--- src/rtl/mult_seq_ctrl.sv ---
// Purpose : iterative shift-add multiply sequencer for the EX stage (mult/multu/madd/msub).
// Latency : Start seen in IDLE at C0 -> MultValid at C0+WIDTH/STEP+2.
// Backpress: holds Stall/Bubble high while busy; Flush aborts, Reset clears the result.
// Ports   : clk/Reset (sync, active-high); Start/MultOp/OpA/OpB/HiLoIn/Flush in;
//           Stall/Bubble/Busy/MultValid/MultResult out.
module mult_seq_ctrl #(
  parameter int WIDTH = 32,
  parameter int STEP  = 1
) (
  input  logic               clk,
  input  logic               Reset,
  input  logic               Start,
  input  logic [1:0]         MultOp,
  input  logic [WIDTH-1:0]   OpA,
  input  logic [WIDTH-1:0]   OpB,
  input  logic [2*WIDTH-1:0] HiLoIn,
  input  logic               Flush,
  output logic               Stall,
  output logic               Bubble,
  output logic               Busy,
  output logic               MultValid,
  output logic [2*WIDTH-1:0] MultResult
);

  localparam int ITERS = WIDTH / STEP;
  localparam int CW    = $clog2(ITERS + 1);

  typedef enum logic [1:0] {S_IDLE, S_ITER, S_FIX, S_DONE} state_t;

  state_t               r_state;
  state_t               w_next;
  logic [CW-1:0]        r_count;
  logic [2*WIDTH-1:0]   r_acc;
  logic [2*WIDTH-1:0]   r_mcand;   // multiplicand, pre-shifted by count*STEP
  logic [WIDTH-1:0]     r_mplier;  // multiplier, low STEP bits are the next digit
  logic                 r_neg;
  logic [1:0]           r_op;
  logic [2*WIDTH-1:0]   r_hilo;

  logic                 w_start;
  logic                 w_signed_op;
  logic                 w_neg_a;
  logic                 w_neg_b;
  logic [WIDTH-1:0]     w_mag_a;
  logic [WIDTH-1:0]     w_mag_b;
  logic [2*WIDTH-1:0]   w_pp;
  logic [2*WIDTH-1:0]   w_prod;
  logic [2*WIDTH-1:0]   w_final;

  assign w_start     = Start & ~Flush;
  assign w_signed_op = (MultOp != 2'b01);
  assign w_neg_a     = w_signed_op & OpA[WIDTH-1];
  assign w_neg_b     = w_signed_op & OpB[WIDTH-1];
  // The most negative value maps onto itself, which is its correct unsigned magnitude.
  assign w_mag_a     = w_neg_a ? (~OpA + 1'b1) : OpA;
  assign w_mag_b     = w_neg_b ? (~OpB + 1'b1) : OpB;

  // Partial product for one STEP-bit multiplier digit.
  always_comb begin
    w_pp = '0;
    for (int b = 0; b < STEP; b++) begin
      if (r_mplier[b]) begin
        w_pp = w_pp + (r_mcand << b);
      end
    end
  end

  assign w_prod = r_neg ? (~r_acc + 1'b1) : r_acc;

  always_comb begin
    case (r_op)
      2'b10:   w_final = r_hilo + w_prod;
      2'b11:   w_final = r_hilo - w_prod;
      default: w_final = w_prod;
    endcase
  end

  always_ff @(posedge clk) begin
    if (Reset) begin
      r_state <= S_IDLE;
    end else begin
      r_state <= w_next;
    end
  end

  always_comb begin
    w_next    = r_state;
    Stall     = 1'b0;
    Bubble    = 1'b0;
    MultValid = 1'b0;
    Busy      = (r_state != S_IDLE);
    case (r_state)
      S_IDLE: begin
        Stall  = w_start;
        Bubble = w_start;
        if (w_start) w_next = S_ITER;
      end
      S_ITER: begin
        if (Flush) begin
          w_next = S_IDLE;
        end else begin
          Stall  = 1'b1;
          Bubble = 1'b1;
          if (r_count == CW'(ITERS - 1)) w_next = S_FIX;
        end
      end
      S_FIX: begin
        if (Flush) begin
          w_next = S_IDLE;
        end else begin
          Stall  = 1'b1;
          Bubble = 1'b1;
          w_next = S_DONE;
        end
      end
      S_DONE: begin
        // Start is still high from this instruction; it is only sampled again in IDLE.
        MultValid = ~Flush;
        w_next    = S_IDLE;
      end
      default: w_next = S_IDLE;
    endcase
    if (Reset) begin
      Stall     = 1'b0;
      Bubble    = 1'b0;
      MultValid = 1'b0;
    end
  end

  always_ff @(posedge clk) begin
    if (Reset) begin
      r_count    <= '0;
      r_acc      <= '0;
      r_mcand    <= '0;
      r_mplier   <= '0;
      r_neg      <= 1'b0;
      r_op       <= 2'b00;
      r_hilo     <= '0;
      MultResult <= '0;
    end else begin
      case (r_state)
        S_IDLE: begin
          if (w_start) begin
            r_mcand  <= {{WIDTH{1'b0}}, w_mag_a};
            r_mplier <= w_mag_b;
            r_neg    <= w_neg_a ^ w_neg_b;
            r_op     <= MultOp;
            r_hilo   <= HiLoIn;
            r_acc    <= '0;
            r_count  <= '0;
          end
        end
        S_ITER: begin
          if (!Flush) begin
            r_acc    <= r_acc + w_pp;
            r_mcand  <= r_mcand << STEP;
            r_mplier <= r_mplier >> STEP;
            r_count  <= r_count + 1'b1;
          end
        end
        S_FIX: begin
          if (!Flush) MultResult <= w_final;
        end
        default: ;
      endcase
    end
  end

endmodule

--- config.mk ---
export PLATFORM = sky130hd
export DESIGN_NAME = mult_seq_ctrl
export DESIGN_NICKNAME = d
export VERILOG_FILES = /design/src/rtl/mult_seq_ctrl.sv
export SDC_FILE = /design/constraint.sdc
export NUM_CORES = 1
export LEC_CHECK = 0
export BUFFER_PORTS_ARGS = -buffer_cell sky130_fd_sc_hd__buf_2
export CORE_MARGIN = 8
export CORE_UTILIZATION = 40
export CTS_BUF_LIST = sky130_fd_sc_hd__clkbuf_16
export CTS_CLUSTER_SIZE = 28
export DETAILED_ROUTE_END_ITERATION = 10
export GPL_TIMING_DRIVEN = 0
export PLACE_DENSITY = 0.57
export SYNTH_ARGS = -nofsm -noshare
export SYNTH_HDL_FRONTEND = slang
export SYNTH_SLANG_ARGS = --single-unit
--- constraint.sdc ---
create_clock -name clk -period 9.8 [get_ports clk]
set_clock_uncertainty 0.1 [all_clocks]
set_input_delay 1.96 -clock clk [delete_from_list [all_inputs] [get_ports clk]]
set_output_delay 1.96 -clock clk [all_outputs]
set_load 0.03 [all_outputs]
# Yosys cells after proc, flatten, opt, wreduce, memory -nomap -nowiden
# Cells that the tools add are included.
# word_totals
output_inout_bits,68
in_bits,134
reg_bits,299
elab_cells,69
# classes
bitwise_logic,8
n_reduce_logical,8
eq_ne,10
add_sub_neg,7
n_mux,27
# op_table
operator,n
$mux W64,6
$pmux W64 S2,3
$add A64 B64 Y64,2
$mux W32,4
$add A32 B1 Y32 const B,2
$add A64 B1 Y64 const B,1
$not A32 Y32,2
$not A64 Y64,1
$pmux W32 S2,1
$sub A64 B64 Y64,1
$mux W6,2
$pmux W6 S2,1
$eq A2 B2 Y1 const B,4
$mux W2,4
$pmux W2 S4,1
$add A6 B1 Y6 const B,1
$eq A6 B5 Y1 const B,1
$reduce_and A2 Y1,3
$mux W1,4
$ne A2 B2 Y1 const B,2
$reduce_bool A2 Y1,2
$and A1 B1 Y1,3
$ne A3 B3 Y1 const B,1
$reduce_and A3 Y1,1
7 further kinds,7

# Logic depth before layout (Yosys ltp)
# depth
word_depth,5
mapped_depth,31
mapped_depth_nobuf,26

# Least setup slack after synthesis
# Ideal clock, no wire load.
# synth_path
path_kind,flip-flop to flip-flop
startpoint,reg r_acc[0]
endpoint,reg MultResult[62]
synth_period_minus_slack_ns,6.517
setup_ns,0.126
n_path_buf,4
path_stages_with_launch,30
arrival_time_ns,6.292
required_time_ns,9.574
path_slack_ns,3.283
cell_sequence,dfxtp_1 clkbuf_1 inv_1 ha_1 or4b_1 buf_2 or4_4 buf_6 buf_6 o41ai_1 nand2_1 o22ai_1 nor4bb_1 nor2b_1 nand2_1 o21ai_0 xnor2_1 ha_1 a21o_1 a21oi_1 o21bai_1 a21oi_1 o21ai_0 a221o_1 a21o_1 a21o_1 a211oi_1 and3b_1 nor4_1 nor3b_1
# synth_via
elab_chain_len,5
word_cells_on_any_way,6
classes_between,add/sub: 3; mux: 2; bitwise: 1
# synth_rtl
item,line,text
start: declaration,33,logic [2*WIDTH-1:0] r_acc;
start signal: assignment,155,r_acc <= r_acc + w_pp;
$not A64 Y64,68,assign w_prod = r_neg ? (~r_acc + 1'b1) : r_acc;
$add A64 B1 Y64,68,
$mux W64 (*),68,
$sub A64 B64 Y64 or $add A64 B64 Y64 (tied branches),"73, 72",
$pmux W64 S2 (*),71,case (r_op)
end signal: assignment,162,if (!Flush) MultResult <= w_final;
end: declaration,22,output logic [2*WIDTH-1:0] MultResult
# Mark *: on every way between the ends. The rest lies on a longest branch, timed or not.
# A chain may end at the register's enable or synchronous reset.

# Worst setup path in the final report
# layout_path
startpoint,reg r_acc[0]
endpoint,reg MultResult[52]
# The elaborated chain is that of the path after synthesis.

==> summary.md <==
| Metric | Value |
|---|---|
| DRC viols | 0 |
| PD cells | 148.3 nW/µm² |
| Dpl hpwl | 66,970 µm |
| Worst-Margin Slew | 1.353 ns |
| Relative slew slack | 9.781% |
| CP max FO | 10 |
| Post-synth top area share | 25.62% |
| Layout cells sized above 1 | 8.816% |
| TritonCTS clock tree | yes |
| Area growth syn-to-layout | 13.60% |
| Most common cell on crit path | clkbuf_1 |
| Synth Register Bits | 299 |
| Endpoint class of the critical path | flip-flop |
| Port-buffer cells | 200 |
| Crit path launch type | flip-flop |
| First-pass GRT wire length | 129,800 µm |
| IO Pins | 202 |
| Syn Nets | 3,512 |
| Post-layout util | 46.00% |
| Worst skew pair latency | 0.57 ns |
| Post-Place Cell Area | 25,340 µm² |
| Vias in the first global route | 22,486 |
| Period Utilization, post-route | 85.11% |
| Non-Filler Instances | 4,272 |
| Total of max-cap violations | 0 |
| Postcts setup bufs | 0 |
| Fin. Hold Viols | 0 |
| Most frequent cells in the layout | nand2_1 (489), a21oi_1 (413), dfxtp_1 (299) |
| Total Routed Length | 84,040 µm |
| Leak | 0.01104 µW |
| Minimum clock period | 8.341 ns |
| DR pass1 iterations | 5 |
| FMAX | 119.9 MHz |
| Smallest hold slack | 0.3485 ns |
| Commonest non-fill, non-tap cell in the layout | nand2_1 |
| Slew Limit Fails | 0 |
| Sequential area share after synthesis | 25.62% |
| CP top delay family | simple AND/OR/NAND/NOR gates |
| Post-synth ARST share | 0% |
| Die width | 257.7 µm |
| Num rows | 88 |
| PostCTS Resize Cnt | 0 |
| Crit path required time | 10.10 ns |
| Pin count of the biggest net entering global routing | 13 |
| EDFF count, synth | 0 |
| Clk root buf | clkbuf_16 |
| Yosys warns | 0 |
| Final Setup Violations | 0 |
| WP buf/inv | 4 |
| Max stage delay on crit path | 0.82 ns |
| Max clock buf depth | 3 |
| Peak supply drop | 0.0001146 V |
| Clk slew on worst S/H paths | 0.06 ns |
| Cell taking the most area after synthesis | dfxtp_1 |
| Fin nets | 3,753 |
| Status | complete, no violations |
| CTS Hold Buffers Added | 0 |
| Synth Area per Inst | 7.213 µm² |
| Routability Congestion | 0.9682 |
| Die Area | 66,400 µm² |
| Cell variety after synth | 81 |
| DRT antenna net count | 0 |
| Placed Cells | 4,205 |
| Initial antenna violation count | 2 |
| Post-Synthesis Cell Area | 23,360 µm² |
| Drt wl/cell | 19.67 µm |
| Fillers | 6,107 |
| Starting Density | 40.49% |
| Gr usage total | 24.08% |
| Die height | 257.7 µm |
| Arrival time worst endpoint | 8.64 ns |
| H-tree Lvls | 2 |
| CTS sink count | 299 |
| Ys flop type | dfxtp_1 |
| Crit-path cells | clkbuf_1, or4_2, clkbuf_1, o41ai_1, xnor2_1, or3_1, nor3b_1, nor4bb_1, nor2b_1, a21oi_1, xnor2_1, ha_1, clkbuf_1, nand2_1, nor3_1, and3_1, inv_1, o31ai_1, a32oi_1, a31oi_1, o22a_1, xor2_1, o21ai_0, a21oi_1 |
| Fin area | 26,540 µm² |
| Core area | 57,700 µm² |
| Vias per cell | 5.605 |
| Worst hold path type | reg -> reg |
| Setup_tns | 0 ns |
| CTS Buf Count | 38 |
| Iter 0 DRT Violations | 2,065 |
| Synth area leaders | dfxtp_1 (26%), a21oi_1 (8.8%), nand2_1 (7.9%) |
| Crit Path Class | reg -> reg |
| Total gr overflow | 0 |
| RSZ-0062 raised after global routing | false |
| Total number of vias | 23,946 |
| Slowest CP cell | nor4bb_1 |
| Cells after synthesis | 3,239 |
[cell families (layout without fill, tap and decap cells)]
logic type | count (synthesis) | count (layout) | share of synthesized area [%]
flip-flops | 299 | 299 | 25.62
AND/OR/NAND/NOR | 1193 | 1193 | 23.67
other | 0 | 2 | 0
multiplexers | 6 | 6 | 0.2624
adder cells (fa/ha/maj) | 139 | 139 | 7.508
AO/OA/AOI/OAI | 1012 | 1012 | 26.47
buffers and inverters | 284 | 550 | 4.996
XOR/XNOR | 306 | 306 | 11.47
[final cells by class]
cell class / count / area [µm²] / area share, %
diodes: 2 / 5.005 / 0.01886
plain buffers: 219 / 923.4 / 3.479
clock buffers: 38 / 950.9 / 3.583
clock inverters: 27 / 246.5 / 0.9287
inverters: 65 / 244.0 / 0.9193
multi-input cells: 2656 / 16220 / 61.10
flip-flops and latches: 299 / 5986 / 22.55
well taps: 765 / 957.2 / 3.606
repair buffers: 201 / 1012 / 3.814
[metrics by stage]
stage,total power [µW],setup slack (ns)
5_1_grt,4125,1.026
2_1_floorplan,2201,3.283
3_5_place_dp,2541,1.575
6_report,3935,1.459
4_1_cts,3943,1.544
3_3_place_gp,2544,1.535
[routing by layer]
layer | global-route usage (%) | share of wire, % | vias up
met4 | 8.452 | 3.5 | 0
met2 | 38.11 | 44 | 767
li1 | - | - | 12037
met5 | 0 | 0 | -
met1 | 33.05 | 47 | 11007
met3 | 3.667 | 6.1 | 135
[state kept, by name (all words and copies together) (netlist names)]
register	count
r_hilo	64
r_neg	1
r_count	6
r_op	2
r_state	2
r_acc	64
r_mplier	32
MultResult	64
r_mcand	64
[where the power goes]
| part | switching (µW) | internal (µW) |
|---|---|---|
| Combinational | 794 | 462 |
| Clock | 582 | 811 |
| Sequential | 29.1 | 1260 |
[tightest hold or removal path, stage by stage (launching register included)]
cell,delay [ns]
dfxtp_1,0.30
nand2_1,0.05
a21oi_1,0.05
[worst paths after layout]
check / slack (ns) / start / cells after the start / to
max: 1.46 / r_acc[0] / 24 / MultResult[52]
min reg2reg: 0.35 / MultResult[1] / 2 / MultResult[1]
max reg2reg: 1.46 / r_acc[0] / 24 / MultResult[52]
min: 0.35 / MultResult[1] / 2 / MultResult[1]
[cells in the mapped netlist, types with 7 or more instances]
cell / number
and3_1: 14
nand4_1: 38
o41ai_1: 22
o31ai_1: 39
or4_1: 14
nor2_1: 232
or3_1: 23
nor2b_1: 17
nand3b_1: 7
nand2_1: 489
nor3_1: 84
a31o_2: 10
a41oi_1: 7
buf_6: 11
o21ai_0: 203
nand2b_1: 28
o211ai_1: 11
o21a_1: 13
nor4_1: 24
or2_2: 13
clkbuf_1: 189
ha_1: 137
a22oi_1: 50
nand3_1: 105
inv_1: 65
xor2_1: 133
a21o_1: 74
xnor2_1: 173
o21bai_1: 27
a211oi_1: 52
a31oi_1: 25
and2_1: 76
a21oi_1: 413
dfxtp_1: 299
buf_1: 12
No activity file was read; power rests on OpenSTA's default activity.
